<file path="src/rtl/servo_pwm_gen_if.sv">
// Position command channel from the input filter stage.
// pos: 8-bit position; pos_valid: one-cycle strobe that captures pos.
interface servo_pwm_gen_if;
   logic [7:0] pos;
   logic       pos_valid;

   modport master (output pos, output pos_valid);
   modport slave  (input  pos, input  pos_valid);
endinterface

</file>
<file path="src/rtl/servo_pwm_gen.sv">
// Hobby-servo PWM generator: one active-high pulse per frame, width set
// by a double-buffered 8-bit position that only changes at frame starts.
// Ports: clk, reset (sync, active-high), enable (run request),
//   cmd (pos/pos_valid strobe), pwm (registered drive),
//   frame_start (one-cycle frame marker), busy (RUN or STOP).
module servo_pwm_gen #(
   parameter int TICK_DIV = 50,
   parameter int FRAME_US = 20000,
   parameter int MIN_US   = 1000,
   parameter int STEP_US  = 4,
   parameter int MAX_US   = 2000
) (
   input  logic           clk,
   input  logic           reset,
   input  logic           enable,
   servo_pwm_gen_if.slave cmd,
   output logic           pwm,
   output logic           frame_start,
   output logic           busy
);

   localparam int TW = (TICK_DIV > 1) ? $clog2(TICK_DIV) : 1;
   localparam int CW = (FRAME_US > 1) ? $clog2(FRAME_US) : 1;
   localparam int PW = 8 + $clog2(STEP_US + 1);
   localparam int MW = $clog2(MAX_US + 1);
   localparam int SW = ((PW > MW) ? PW : MW) + 1;

   typedef enum logic [1:0] {
      IDLE = 2'd0,
      RUN  = 2'd1,
      STOP = 2'd2
   } state_t;

   // Full-precision width, clamped; the clamp keeps it below FRAME_US
   // so it always fits the microsecond counter width.
   function automatic logic [CW-1:0] width_us(input logic [7:0] p);
      logic [PW-1:0] prod;
      logic [SW-1:0] sum;
      logic [CW-1:0] res;
      prod = PW'(p) * PW'(STEP_US);
      sum  = SW'(MIN_US) + SW'(prod);
      if (sum > SW'(MAX_US)) begin
         res = CW'(MAX_US);
      end else begin
         res = CW'(sum);
      end
      return res;
   endfunction

   state_t        state_q, state_d;
   logic [TW-1:0] presc_q, presc_d;
   logic [CW-1:0] us_cnt_q, us_cnt_d;
   logic [CW-1:0] shadow_q, shadow_d;
   logic [CW-1:0] active_q, active_d;
   logic          pwm_q, pwm_d;
   logic          fs_q, fs_d;

   logic          tick;
   logic          wrap;
   logic [TW-1:0] presc_nx;
   logic [CW-1:0] us_nx;

   always_comb begin
      tick     = (presc_q == TW'(TICK_DIV - 1));
      wrap     = tick && (us_cnt_q == CW'(FRAME_US - 1));
      presc_nx = tick ? '0 : presc_q + TW'(1);
      if (!tick) begin
         us_nx = us_cnt_q;
      end else if (wrap) begin
         us_nx = '0;
      end else begin
         us_nx = us_cnt_q + CW'(1);
      end
   end

   always_comb begin
      state_d  = state_q;
      presc_d  = presc_q;
      us_cnt_d = us_cnt_q;
      active_d = active_q;
      pwm_d    = 1'b0;
      fs_d     = 1'b0;
      shadow_d = cmd.pos_valid ? width_us(cmd.pos) : shadow_q;

      unique case (state_q)
         IDLE: begin
            presc_d  = '0;
            us_cnt_d = '0;
            if (enable) begin
               state_d  = RUN;
               active_d = shadow_q;
               fs_d     = 1'b1;
               pwm_d    = (shadow_q != '0);
            end
         end
         RUN: begin
            presc_d  = presc_nx;
            us_cnt_d = us_nx;
            if (!enable) begin
               // A stop on the wrap edge suppresses the new frame.
               state_d = STOP;
               pwm_d   = !wrap && (us_nx < active_q);
            end else if (wrap) begin
               active_d = shadow_q;
               fs_d     = 1'b1;
               pwm_d    = (shadow_q != '0);
            end else begin
               pwm_d = (us_nx < active_q);
            end
         end
         STOP: begin
            presc_d  = presc_nx;
            us_cnt_d = us_nx;
            if (pwm_q && (us_nx < active_q)) begin
               pwm_d = 1'b1;
            end else begin
               state_d  = IDLE;
               presc_d  = '0;
               us_cnt_d = '0;
            end
         end
         default: begin
            state_d  = IDLE;
            presc_d  = '0;
            us_cnt_d = '0;
         end
      endcase
   end

   always_ff @(posedge clk) begin
      if (reset) begin
         state_q  <= IDLE;
         presc_q  <= '0;
         us_cnt_q <= '0;
         shadow_q <= width_us(8'd125);
         active_q <= width_us(8'd125);
         pwm_q    <= 1'b0;
         fs_q     <= 1'b0;
      end else begin
         state_q  <= state_d;
         presc_q  <= presc_d;
         us_cnt_q <= us_cnt_d;
         shadow_q <= shadow_d;
         active_q <= active_d;
         pwm_q    <= pwm_d;
         fs_q     <= fs_d;
      end
   end

   assign pwm         = pwm_q;
   assign frame_start = fs_q;
   assign busy        = (state_q != IDLE);

endmodule

</file>
<file path="src/flat_wrapper.sv">
// flat-port wrapper written by rule: the top's interface ports become plain ports
module servo_pwm_gen_flat 
#(
   parameter int TICK_DIV = 50,
   parameter int FRAME_US = 20000,
   parameter int MIN_US   = 1000,
   parameter int STEP_US  = 4,
   parameter int MAX_US   = 2000
)
  (clk, reset, enable, pwm, frame_start, busy, cmd_pos, cmd_pos_valid);
  servo_pwm_gen_if cmd_i ();
  input  logic clk;
  input  logic reset;
  input  logic enable;
  output logic pwm;
  output logic frame_start;
  output logic busy;
  input wire logic [$bits(cmd_i.pos)-1:0] cmd_pos;
  input wire logic [$bits(cmd_i.pos_valid)-1:0] cmd_pos_valid;
  assign cmd_i.pos = cmd_pos;
  assign cmd_i.pos_valid = cmd_pos_valid;
  servo_pwm_gen #(.TICK_DIV(TICK_DIV), .FRAME_US(FRAME_US), .MIN_US(MIN_US), .STEP_US(STEP_US), .MAX_US(MAX_US)) u_core (.clk(clk), .reset(reset), .enable(enable), .cmd(cmd_i), .pwm(pwm), .frame_start(frame_start), .busy(busy));
endmodule
</file>
<file path="config.mk">
export PLATFORM = sky130hd
export DESIGN_NAME = servo_pwm_gen_flat
export DESIGN_NICKNAME = d
export VERILOG_FILES = /design/src/rtl/servo_pwm_gen_if.sv /design/src/rtl/servo_pwm_gen.sv /design/src/flat_wrapper.sv
export SDC_FILE = /design/constraint.sdc
export NUM_CORES = 1
export LEC_CHECK = 0
export BUFFER_PORTS_ARGS = -buffer_cell sky130_fd_sc_hd__buf_2
export CAP_MARGIN = 20
export CELL_PAD_IN_SITES_DETAIL_PLACEMENT = 0
export CELL_PAD_IN_SITES_GLOBAL_PLACEMENT = 1
export CORE_ASPECT_RATIO = 0.6
export CORE_UTILIZATION = 52
export CTS_BUF_LIST = sky130_fd_sc_hd__clkbuf_8
export DETAILED_ROUTE_END_ITERATION = 8
export PLACE_DENSITY = 0.87
export SYNTH_ARGS = -nofsm -noshare
export SYNTH_HDL_FRONTEND = slang
export SYNTH_SLANG_ARGS = --single-unit
</file>
<file path="constraint.sdc">
create_clock -name clk -period 10.03 [get_ports clk]
set_input_delay 1.003 -clock clk [delete_from_list [all_inputs] [get_ports clk]]
set_output_delay 1.003 -clock clk [all_outputs]
set_load 0.02 [all_outputs]
</file>
==> reports/metrics.cfg <==
[logic_synthesis]
ys_async_sr_fraction=0
yosysMostFrequentCell=dfxtp_1
synth_top_area_cell=dfxtp_1
syn_nets=321
syn_inst=293
avgSynthCellArea_um2=8.77
syn_area_mm2=0.00257
synth-seq-area-share=0.335
synth-main-ff-cell=dfxtp_1
yosysTopAreaCellShare=0.335
synth_edf_count=0
yosysUniqueCellTypes=59
yosys_warnings=0
ys_top_cells_by_area=dfxtp_1 34%, ha_1 7.8%, xnor2_1 5.1%
yosys_register_bits=43
synthTopCellsByCount=43 x dfxtp_1, 29 x nand2_1, 24 x nor2_1

[drt]
viasPerCell=5.73
ant_nets=0
routed_wirelength_mm=5.78
vias=2103
wl_per_cell_um=15.7
dr.pass1.iters=5
drtIter0Drc=130
drc=0

[timing]
period_share=0.390
final_hold_viol_count=0
fin_ws_ps=6120
finClkSkew_ps=13.1
fin_crit_ps=3910
tightest_slew_ps=990
rsz0062_at_grt=false
setup-tns-final_ps=0
maxSlewHeadroom=0.338
finalSetupViolCount=0
clock.fmax_ghz=0.255
slew_viol_final=0

[final_layout]
drive_above_1_share=0.135
area_growth_pct=7.21
antenna_cells=0
design_area_mm2=0.00275
utilization=0.591
fin_nets=331

[global_routing]
grt_first_pass_wirelength_mm=9.78
grt_pass1_vias=1878
grt_max_degree=22
overflow=0
grt_antenna_before_repair=0
grtUsageTotal=0.245

[critical_path]
crit_required_ps=10230
cp_cell_sequence=ha_1 -> or3b_2 -> or3_1 -> nor2_1 -> xnor2_1 -> nor2_1 -> ha_1 -> nand4_1 -> or2_2 -> o221ai_1 -> a2111oi_2 -> a21oi_2 -> buf_4 -> nor4_1
worstSetupStartpointType=flip-flop
arrival_ps=4110
crit_path_end_kind=flip-flop
crit_type=reg2reg
crit_buf_inv=1
cp_slowest_cell=a2111oi_2
critPathMaxStageDelay_ps=520
path_max_fanout=21
path_delay_family=simple AND/OR/NAND/NOR gates

[floorplanning]
num_rows=19
dieHeight_um=56.4
core_mm2=0.00466
die_w_um=92.7
die_area_mm2=0.00523
ioPinCount=15
start_util=0.551

[worst_hold_path]
min_path_type=reg2reg

[placement]
gp_congestion=0.860
io_buffers=14
pre_cts_slack_ps=6150
place_area_mm2=0.00267
dpl.hpwl_mm=4.50

[clocking]
clk_pin_slew_worst_paths_ps=80
cts_root_buf=clkbuf_8
htree_levels=2
cts-resized-gates=0
cts_tree=done
clk_path_buf_depth=2
ctsHoldBuffers=0
clock_latency_ps=300
cts_setup_buffers=0
numCtsBuffers=5
clock_sinks=43

[run_status]
status=finished, final reports clean

[power_and_ir_drop]
vdd_drop_max_v=0.0000705
leakagePower_nw=1.01
power_density_mw_per_mm2=130

[flow_run]
maxCapViolCount=0

-- cell type report --
type	instances	area (µm²)
multi-input combinational	222	1590
clock buffer	5	68.8
sequential	43	861
fill	449	1910
clock inverter	3	16.3
timing repair buffer	15	77.6
inverter	16	60.1
tap	63	78.8
-- logic make-up after synthesis --
family          after synthesis  synth area share
flops                        43             0.335
simple gates                128             0.298
xor+xnor                     22            0.0750
buf+inv                      28            0.0453
fa+ha+maj                    16            0.0779
compound gates               52             0.153
mux                           4            0.0156
-- report_power, final --
group | switching, W | internal, W | leakage (nW) | total [W]
logic | 0.0000420 | 0.0000229 | 0.611 | 0.0000648
clock network | 0.0000600 | 0.0000477 | 0.0453 | 0.000108
registers | 0.00000501 | 0.000179 | 0.351 | 0.000184
total | 0.000107 | 0.000250 | 1.01 | 0.000357
-- routing by layer --
layer	vias to the layer above	track usage	wire, µm
met5	-	0	0
met1	976	0.437	3560
met2	39	0.258	1810
met4	0	0.0462	31
met3	5	0.0732	373
li1	1083	-	-
-- sequential cells by signal (all words and copies together) (netlist names) --
signal / flops
u_core.state_q: 2
u_core.shadow_q: 9
u_core.pwm: 1
u_core.us_cnt_q: 15
u_core.presc_q: 6
u_core.active_q: 9
u_core.frame_start: 1
-- tightest hold or removal path, cell delays in order (launching register included) --
cell and delay, ps:
dfxtp_1 330, mux2i_1 60, nand2_1 50
-- cell usage in the layout (no fill, tap or decap), drive strengths merged, types with 2 or more instances in the layout --
master	netlist	final
o211ai	7	7
a211oi	2	2
ha	16	16
or2	2	2
and3	4	4
dfxtp	43	43
and2	2	2
a311o	2	2
o21ai	9	9
nand4bb	3	3
or4	2	2
nor2b	4	4
xor2	7	7
a21o	2	2
buf	4	15
nand4	8	8
nand3	9	9
or3	3	3
o21a	3	3
nor4	14	14
nor3b	6	6
inv	16	17
nor3	14	14
o41ai	2	2
mux2i	4	4
xnor2	15	15
nor2	24	24
nand2	29	29
clkbuf	8	5
a21oi	9	9
a2111oi	2	2
-- final timing paths --
kind,startpoint,end,slack (ps),cells after the start
worst max-delay path,u_core.presc_q[0]$_SDFF_PP0_,u_core.presc_q[5]$_SDFF_PP0_,6120,14
worst min register to register,u_core.active_q[2]$_SDFFE_PP1P_,u_core.active_q[2]$_SDFFE_PP1P_,480,2
worst max register to register,u_core.presc_q[0]$_SDFF_PP0_,u_core.presc_q[5]$_SDFF_PP0_,6120,14
worst min-delay path,u_core.active_q[2]$_SDFFE_PP1P_,u_core.active_q[2]$_SDFFE_PP1P_,480,2
-- metrics by stage --
stage | total power [W] | std cells | hold slack [ps]
floorplan | 0.000238 | 293 | 442
global placement | 0.000252 | 359 | 465
detailed placement | 0.000253 | 359 | 463
CTS | 0.000359 | 367 | 483
global route | 0.000374 | 367 | 529
finish | 0.000357 | 367 | 479
(Power assumes the default switching activity.)
